## config.mk

```make
export PLATFORM = sky130hd
export DESIGN_NAME = mem_wb_pipe_reg
export DESIGN_NICKNAME = d
export VERILOG_FILES = /design/src/rtl/mem_wb_pipe_reg.sv
export SDC_FILE = /design/constraint.sdc
export NUM_CORES = 1
export LEC_CHECK = 0
export BUFFER_PORTS_ARGS = -buffer_cell sky130_fd_sc_hd__buf_2
export CAP_MARGIN = 25
export CORE_ASPECT_RATIO = 1.75
export CORE_MARGIN = 3
export CORE_UTILIZATION = 54
export DETAILED_ROUTE_END_ITERATION = 8
export GPL_TIMING_DRIVEN = 1
export PLACE_DENSITY_LB_ADDON = 0.2
export SLEW_MARGIN = 10
export SYNTH_ARGS = -nofsm -noshare
export SYNTH_HDL_FRONTEND = slang
export SYNTH_SLANG_ARGS = --single-unit
```

## constraint.sdc

```tcl
create_clock -name clk -period 2.45 [get_ports clk]
set_input_delay 0.245 -clock clk [delete_from_list [all_inputs] [get_ports clk]]
set_output_delay 0.245 -clock clk [all_outputs]
set_load 0.1 [all_outputs]
```

## src/rtl/mem_wb_pipe_reg.sv

```systemverilog
`default_nettype none
// ============================================================================
// Module   : mem_wb_pipe_reg
// Purpose  : Elastic MEM/WB pipeline register carrying NCH register-write
//            channels. A 2-entry skid buffer (head + skid) lets the WB side
//            stall without a combinational ready path back to MEM.
// Ports    : clk          - clock, rising edge
//            rst          - asynchronous reset, active low
//            flush        - synchronous squash of all held entries
//            in_valid     - MEM stage presents an instruction
//            in_ready     - registered accept indication (~skid_v)
//            in_wr_en     - per-channel write enable
//            in_wr_addr   - channel i at [i*ADDR_W +: ADDR_W]
//            in_wr_data   - channel i at [i*DATA_W +: DATA_W]
//            out_valid    - head entry present
//            out_ready    - WB consumes the head this cycle
//            out_wr_en    - head enables qualified by out_valid
//            out_wr_addr  - head addresses
//            out_wr_data  - head data
//            stall_cnt    - saturating count of out_valid & ~out_ready cycles
// Revision : 1.0 - initial release
// ============================================================================
module mem_wb_pipe_reg #(
  parameter int DATA_W        = 32,
  parameter int ADDR_W        = 5,
  parameter int NCH           = 2,
  parameter int ZERO_SUPPRESS = 1,
  parameter int CNT_W         = 16
) (
  input  logic                  clk,
  input  logic                  rst,
  input  logic                  flush,
  input  logic                  in_valid,
  output logic                  in_ready,
  input  logic [NCH-1:0]        in_wr_en,
  input  logic [NCH*ADDR_W-1:0] in_wr_addr,
  input  logic [NCH*DATA_W-1:0] in_wr_data,
  output logic                  out_valid,
  input  logic                  out_ready,
  output logic [NCH-1:0]        out_wr_en,
  output logic [NCH*ADDR_W-1:0] out_wr_addr,
  output logic [NCH*DATA_W-1:0] out_wr_data,
  output logic [CNT_W-1:0]      stall_cnt
);

  // State encoding is {skid_v, head_v}; 2'b10 is unreachable.
  localparam logic [1:0] c_st_empty = 2'b00;
  localparam logic [1:0] c_st_one   = 2'b01;
  localparam logic [1:0] c_st_full  = 2'b11;

  logic [1:0]            state_q, state_d;
  logic [NCH-1:0]        head_en_q, head_en_d;
  logic [NCH*ADDR_W-1:0] head_addr_q, head_addr_d;
  logic [NCH*DATA_W-1:0] head_data_q, head_data_d;
  logic [NCH-1:0]        skid_en_q, skid_en_d;
  logic [NCH*ADDR_W-1:0] skid_addr_q, skid_addr_d;
  logic [NCH*DATA_W-1:0] skid_data_q, skid_data_d;
  logic [CNT_W-1:0]      stall_cnt_q, stall_cnt_d;

  logic                  w_head_v;
  logic                  w_skid_v;
  logic                  w_acc;
  logic                  w_pop;
  logic [NCH-1:0]        w_cap_en;

  assign w_head_v = state_q[0];
  assign w_skid_v = state_q[1];
  assign w_acc    = in_valid & ~w_skid_v;
  assign w_pop    = w_head_v & out_ready;

  // Capture transform: writes to register 0 are dropped at the input so WB
  // never sees an enable for an address it must ignore.
  generate
    for (genvar i = 0; i < NCH; i++) begin : g_cap
      if (ZERO_SUPPRESS != 0) begin : g_zs
        assign w_cap_en[i] = in_wr_en[i] & (in_wr_addr[i*ADDR_W +: ADDR_W] != '0);
      end else begin : g_pass
        assign w_cap_en[i] = in_wr_en[i];
      end
    end
  endgenerate

  // State register plus entry storage.
  always_ff @(posedge clk or negedge rst) begin
    if (!rst) begin
      state_q     <= c_st_empty;
      head_en_q   <= '0;
      head_addr_q <= '0;
      head_data_q <= '0;
      skid_en_q   <= '0;
      skid_addr_q <= '0;
      skid_data_q <= '0;
      stall_cnt_q <= '0;
    end else begin
      state_q     <= state_d;
      head_en_q   <= head_en_d;
      head_addr_q <= head_addr_d;
      head_data_q <= head_data_d;
      skid_en_q   <= skid_en_d;
      skid_addr_q <= skid_addr_d;
      skid_data_q <= skid_data_d;
      stall_cnt_q <= stall_cnt_d;
    end
  end

  // Next-state and datapath loads.
  always_comb begin
    state_d     = state_q;
    head_en_d   = head_en_q;
    head_addr_d = head_addr_q;
    head_data_d = head_data_q;
    skid_en_d   = skid_en_q;
    skid_addr_d = skid_addr_q;
    skid_data_d = skid_data_q;

    if (flush) begin
      // Flush wins over any same-cycle accept; stored payload is left as-is.
      state_d = c_st_empty;
    end else begin
      case (state_q)
        c_st_empty: begin
          if (w_acc) begin
            state_d     = c_st_one;
            head_en_d   = w_cap_en;
            head_addr_d = in_wr_addr;
            head_data_d = in_wr_data;
          end
        end
        c_st_one: begin
          if (w_acc && w_pop) begin
            head_en_d   = w_cap_en;
            head_addr_d = in_wr_addr;
            head_data_d = in_wr_data;
          end else if (w_acc) begin
            state_d     = c_st_full;
            skid_en_d   = w_cap_en;
            skid_addr_d = in_wr_addr;
            skid_data_d = in_wr_data;
          end else if (w_pop) begin
            state_d = c_st_empty;
          end
        end
        c_st_full: begin
          if (w_pop) begin
            state_d     = c_st_one;
            head_en_d   = skid_en_q;
            head_addr_d = skid_addr_q;
            head_data_d = skid_data_q;
          end
        end
        default: state_d = c_st_empty;
      endcase
    end

    stall_cnt_d = stall_cnt_q;
    if (w_head_v && !out_ready && !flush && (stall_cnt_q != {CNT_W{1'b1}})) begin
      stall_cnt_d = stall_cnt_q + CNT_W'(1);
    end
  end

  // Outputs.
  always_comb begin
    in_ready    = ~w_skid_v;
    out_valid   = w_head_v;
    out_wr_en   = head_en_q & {NCH{w_head_v}};
    out_wr_addr = head_addr_q;
    out_wr_data = head_data_q;
    stall_cnt   = stall_cnt_q;
  end

endmodule
`default_nettype wire

```

==> impl_results.md, run 1 <==
- Synthesized netlist cell count: ~600
- Fin. max-slew vios: 0
- Final min period: around 2.1 ns
- Worst-margin pin slew: 0.659 ns
- Final WL: 15900 um
- Metal-1 WL: 6160 um
- Hold WC Path Type: in -> reg
- Sequential share of the synthesized area: 0.584
- Pre-Repair DR Iteration Count: 4
- Routed met2 length: around 8700 um
- Setup violations, final: 0
- Avg Cell Area, Syn: approximately 12 um2
- Yosys reg bits: 170
- Final hold violation count: 0
- Max_slew headroom: 0.561
- Ports: approximately 180
- Nets: approximately 860
- First-pass GRT wire length: 26800 um
- Largest net degree at the start of global routing: 93
- Vias in the first global route: 5542
- Post-DR wirelength/cell: 16.7 um
- Mapped Nets: 688
- Critical Path AT: 2.40 ns
- Maxcap violations: 0
- Die Area: 0.0150 mm2
- Resize count post-CTS: 0
- ANT nets after route: 0
- Highest metal used: met4
- Final Core Density: 0.689
- Layout cells sized above 1: 0.389
- CTS root buf: clkbuf_16
- Area leader, netlist: dfrtp_1
- Initial DRC count: 190
- GPL Wtd Cong: 0.828
- WP data required: 2.74 ns
- Initial antenna violation count: 0
- Worst hold margin: 0.0727 ns
- Starting Density: 0.557
- Max Root-Sink Buffers: 2
- Critical Path Fanout Max: 6
- Setup CP Type: reg -> reg
- Area contributors post-synth: dfrtp_1 (58%), mux2_2 (12%), mux2i_1 (10%), o21ai_0 (5.6%), nand2_1 (4.3%)
- CTS tree: built
- Port Buf Inserts: 174
- Rows: 55
- Core ar.: around 0.013 mm2
- Ys Warns: 0
- Post-route DRC: 0
- Total GRT Usage: 0.224
- Die H: between 150 and 200 um
- Worst Setup End Kind: flip-flop
- Dpl hpwl: between 10000 and 15000 um
- Die W: ~94 um
- Num CTS Buffers: 17
- Period Utilization, post-route: 0.859
- Run status: finished clean
- Crit-path cells: clkinvlp_4 > ha_1 > a22oi_1 > a21boi_0 > mux2i_1 > nor2_1
- Setup slack of the critical path after layout: 0.346 ns
- Total gr overflow: 0
- ANT cells: 0
- Layout area overhead: 23.7%
- Setup Skew: 0.0105 ns
- Delay of the slowest critical-path stage: 0.51 ns
- Synth cell types: 34
- Clock latency on the worst-skew pair: 0.41 ns
- Post-synth top area share: 0.584
- Slowest cell on crit path: dfrtp_1
- CTS Sinks: 170
- Met3 routed WL: 776 um
- Via count: 5148
- H-tree levels: 4
- Nature of the critical path startpoint: flip-flop
- Synth Cell Area: 0.00728 mm2
- Setup WS pre-CTS: 0.369 ns
- CTS clk-pin slew, worst paths: 0.07 ns
- RSZ-0062 raised after global routing: no
- TNS Setup: 0 ns
- Peak Freq: 475 MHz
- Via density: 5.40
## cell type report
class / instances / area, um2
Sequential cell: 170 / 4260
Fill cell: 1027 / 4070
Multi-Input combinational cell: 395 / 2910
Timing Repair Buffer: 183 / 1010
Clock buffer: 19 / 453
Tap cell: 171 / 214
Clock inverter: 13 / 146
Inverter: 2 / 11.3
## state kept, by name (all words and copies together) (netlist names)
register     count
head_en_q        2
out_wr_addr     10
out_wr_data     64
skid_addr_q     10
skid_data_q     64
skid_en_q        2
stall_cnt       16
state_q          2
## cells in the final DEF (no fill, tap or decap), types with 7 or more instances in the layout
cell       count
dfrtp_1      167
o21ai_0       81
nand3_1        8
a21oi_1        7
clkbuf_16     17
mux2_2        76
nand2_1       83
xor2_1         7
buf_2        173
nor2_1        16
inv_6          7
mux2i_1       76
## Yosys cell counts
cell type  instances
dfrtp_1          170
nand2_1           83
o21ai_0           81
mux2_2            76
mux2i_1           76
clkbuf_1          23
nor2_1            16
buf_2              9
nand3_1            9
a21oi_1            7
xor2_1             7
ha_1               6
nand4_1            5
xnor2_1            4
and4_1             3
nor3_1             3
and2_2             2
and3_1             2
inv_1              2
nand2b_1           2
or4_1              2
a21boi_0           1
a22oi_1            1
and3_4             1
buf_1              1
buf_6              1
nand3b_1           1
nor3_2             1
nor4_1             1
o211ai_1           1
o21a_1             1
or3b_1             1
or3b_4             1
or4b_4             1
## through the flow
stage | cells | area [um2]
floorplan | 601 | 7300
global placement | 920 | 8390
detailed placement | 920 | 8390
CTS | 953 | 9000
global route | 953 | 9000
finish | 953 | 9000
## metal layers
layer | vias up | track usage
met5 | - | 0
met4 | 0 | 0.0677
met3 | 19 | 0.0520
met2 | 141 | 0.397
met1 | 2545 | 0.265
li1 | 2443 | -
## cells by family (layout without fill, tap and decap cells)
group,Yosys count,in the layout,synth area share
flops,170,170,0.584
mux,152,152,0.222
simple gates,134,134,0.0842
compound gates,92,92,0.0646
buf+inv,36,217,0.0211
xor+xnor,11,11,0.0132
fa+ha+maj,6,6,0.0103
## what timing repair did
| item | in CTS | in global routing |
|---|---|---|
| hold buffers | 1 | 0 |
| endpoints found under the hold margin | 67 | 0 |
| buffers inserted | 0 | 0 |
| endpoints found under the setup margin | 0 | 0 |
## final timing paths
| kind | from | endpoint | slack, ns | depth (start not counted) |
|---|---|---|---|---|
| max in group asynchronous | rst | out_wr_data[30] | 1.29 | 3 |
| min reg2reg | out_wr_addr[2] | out_wr_addr[2] | 0.47 | 2 |
| max | state_q[1] | state_q[1] | 0.35 | 6 |
| min | in_wr_data[39] | skid_data_q[39] | 0.07 | 2 |
| min in group asynchronous | rst | stall_cnt[13] | 0.38 | 2 |
| max reg2reg | state_q[1] | state_q[1] | 0.35 | 6 |
## critical path: cells and delay by family (launching register included)
| kind | cells | cell delay, ns |
|---|---|---|
| simple gates | 1 | 0.06 |
| mux | 1 | 0.23 |
| flops | 1 | 0.51 |
| fa+ha+maj | 1 | 0.23 |
| compound gates | 2 | 0.74 |
| buf+inv | 1 | 0.22 |
Power of run 1 is left out: the tool's default activity adds up to more than one toggle a clock period on the data nets, which glitch-free logic cannot reach.
==> run 2: changes to the inputs <==
==> constraint.sdc (replaced) <==
create_clock -name clk -period 2.45 [get_ports clk]
set_input_delay 0.245 -clock clk [delete_from_list [all_inputs] [get_ports clk]]
set_output_delay 0.245 -clock clk [all_outputs]
set_load 0.005 [all_outputs]
==> run 2 against run 1 <==
Effect of this change:
- clock skew increased by 0.0038 ns
- via count down 1.5%
- critical path depth unchanged
- setup slack worse by 0.073 ns
- count of clock-buffer cells in the layout fell by 1
- core utilization decreased by 0.22 points
- register-to-register slack worse by 0.07 ns
==> impl_results.md, run 2 (same netlist as run 1, synthesis figures left out) <==
- Run status: finished clean
- Nature of the critical path startpoint: flip-flop
- Final instance area: 0.00897 mm2 (-0.32%)
- Final hold violation count: 0 (unchanged)
- Initial antenna violation count: 0 (unchanged)
- Total GRT Usage: 0.218 (-0.00597)
- Max Root-Sink Buffers: 2 (unchanged)
- Post-route DRC: 0 (unchanged)
- Worst hold margin: 0.0767 ns (+0.00399 ns)
- CTS clk-pin slew, worst paths: 0.07 ns (about the same)
- Die H: 160 um (unchanged)
- Fill cell count: 1017 (-0.97%)
- Final WL: 15500 um (-2.5%)
- Peak Freq: 459 MHz (-3.4%)
- Dpl hpwl: 10700 um (-4.5%)
- ANT nets after route: 0 (unchanged)
- Starting Density: 0.557 (unchanged)
- Hold WC Path Type: in -> reg
- Via count: 5073 (-1.5%)
- Setup Skew: 0.0143 ns (+0.00381 ns)
- Period Utilization, post-route: 0.889 (+0.0300)
- Setup WS pre-CTS: 0.282 ns (-0.0867 ns)
- Layout area overhead: 23.3%
- Largest net degree at the start of global routing: 117 (+26%)
- RSZ-0062 raised after global routing: no
- Die Area: 0.0150 mm2 (unchanged)
- Worst Setup End Kind: flip-flop
- Clock latency on the worst-skew pair: 0.42 ns (about the same)
- Rows: 55 (unchanged)
- Commonest non-fill, non-tap cells in the layout: buf_2 (173), dfrtp_1 (170), nand2_1 (83), o21ai_0 (81)
- Placed Area: 0.00835 mm2 (-0.48%)
- CTS tree: built
- Core ar.: 0.0131 mm2 (unchanged)
- Pre-Repair DR Iteration Count: 4 (unchanged)
- WP data required: 2.75 ns (about the same)
- Nets: 855 (-0.12%)
- Initial DRC count: 150 (-21%)
- Num CTS Buffers: 17 (unchanged)
- Max_slew headroom: 0.539 (-0.0214)
- Die W: 93.8 um (unchanged)
- Layout cells sized above 1: 0.380 (-0.00847)
- Setup violations, final: 0 (unchanged)
- First-pass GRT wire length: 26200 um (-2.4%)
- Ports: 175 (unchanged)
- Peak supply drop: 0.699 mV
- Post-DR wirelength/cell: 16.3 um (-2.4%)
- Port Buf Inserts: 174 (unchanged)
- H-tree levels: 4 (unchanged)
- Final min period: 2.18 ns (+0.0734 ns)
- Resize count post-CTS: 0 (unchanged)
- Leading cell type in the layout, fill and taps excluded: buf_2
- Setup slack of the critical path after layout: 0.273 ns (-0.0734 ns)
- ANT cells: 0 (unchanged)
- TNS Setup: 0 ns (unchanged)
- Critical Path Fanout Max: 50 (+44)
- Via density: 5.33 (-1.4%)
- Total gr overflow: 0 (unchanged)
- CTS Sinks: 170 (unchanged)
- Vias in the first global route: 5405 (-2.5%)
- Power Dens Cells: 1150 mW/mm2
- Critical Path AT: 2.47 ns (+0.07 ns)
- GPL Wtd Cong: 0.799 (-3.4%)
- Fin. max-slew vios: 0 (unchanged)
- Postcts setup bufs: 0 (unchanged)
- Worst-margin pin slew: 0.684 ns (+0.0258 ns)
- Post-CTS Hold Fix Bufs: 1 (unchanged)
- Leakage: roughly 4.2 nW
- Maxcap violations: 0 (unchanged)
- CTS root buf: clkbuf_16
- Setup CP Type: reg -> reg
-- run 2: cell types whose count changed in the layout (fill, tap and decap cells not counted), moves of 2 or more --
cell,previous run,this run
clkbuf_8,2,0
inv_6,7,4
inv_8,2,4
dfrtp_2,3,0
dfrtp_1,167,170
-- run 2: metal layers --
layer	vias to the layer above	GRT usage	wire (um)
li1	2432	-	-
met1	2510	0.258	6190
met2	123	0.385	8370
met3	8	0.0515	796
met4	0	0.0657	128
met5	-	0	0
-- run 2: layout make-up --
class / count / area (um2) / share of cell area
clock buffer: 18 / 429 / 0.0478
clock inverter: 14 / 181 / 0.0202
inverter: 2 / 7.51 / 0.000836
multi-input combinational: 395 / 2900 / 0.323
sequential: 170 / 4250 / 0.474
tap: 171 / 214 / 0.0238
timing repair buffer: 182 / 990 / 0.110
-- run 2: critical path, cell delays in order, from the launching register on --
cell     delay [ns]
dfrtp_1        0.47
inv_1          0.13
ha_1           0.23
nand3_1        0.14
or3b_4         0.15
buf_4          0.51
mux2_2         0.41
-- run 2: stage by stage --
| stage | utilization | instances | power, mW |
|---|---|---|---|
| floorplan | - | 601 | 6.33 |
| CTS | 0.686 | 952 | 10.5 |
| global route | 0.686 | 952 | 11.0 |
| finish | 0.686 | 952 | 10.3 |
| detailed placement | 0.639 | 919 | 7.66 |
| global placement | 0.639 | 919 | 7.43 |
-- run 2: power by group --
part / total (mW) / internal [mW] / switching, mW
clock network: 2.74 / 1.56 / 1.19
logic: 2.77 / 1.43 / 1.34
registers: 4.78 / 4.08 / 0.695
-- run 2: worst paths after layout --
path                           startpoint               to  slack, ns  depth (start not counted)
min                        in_wr_data[42]  skid_data_q[42]       0.08                          2
max in group asynchronous             rst   out_wr_addr[2]       1.31                          3
max reg2reg                    state_q[1]  skid_data_q[24]       0.27                          6
min reg2reg                out_wr_addr[2]   out_wr_addr[2]       0.48                          2
max                            state_q[1]  skid_data_q[24]       0.27                          6
min in group asynchronous             rst    stall_cnt[13]       0.39                          2
(Power assumes the default switching activity.)
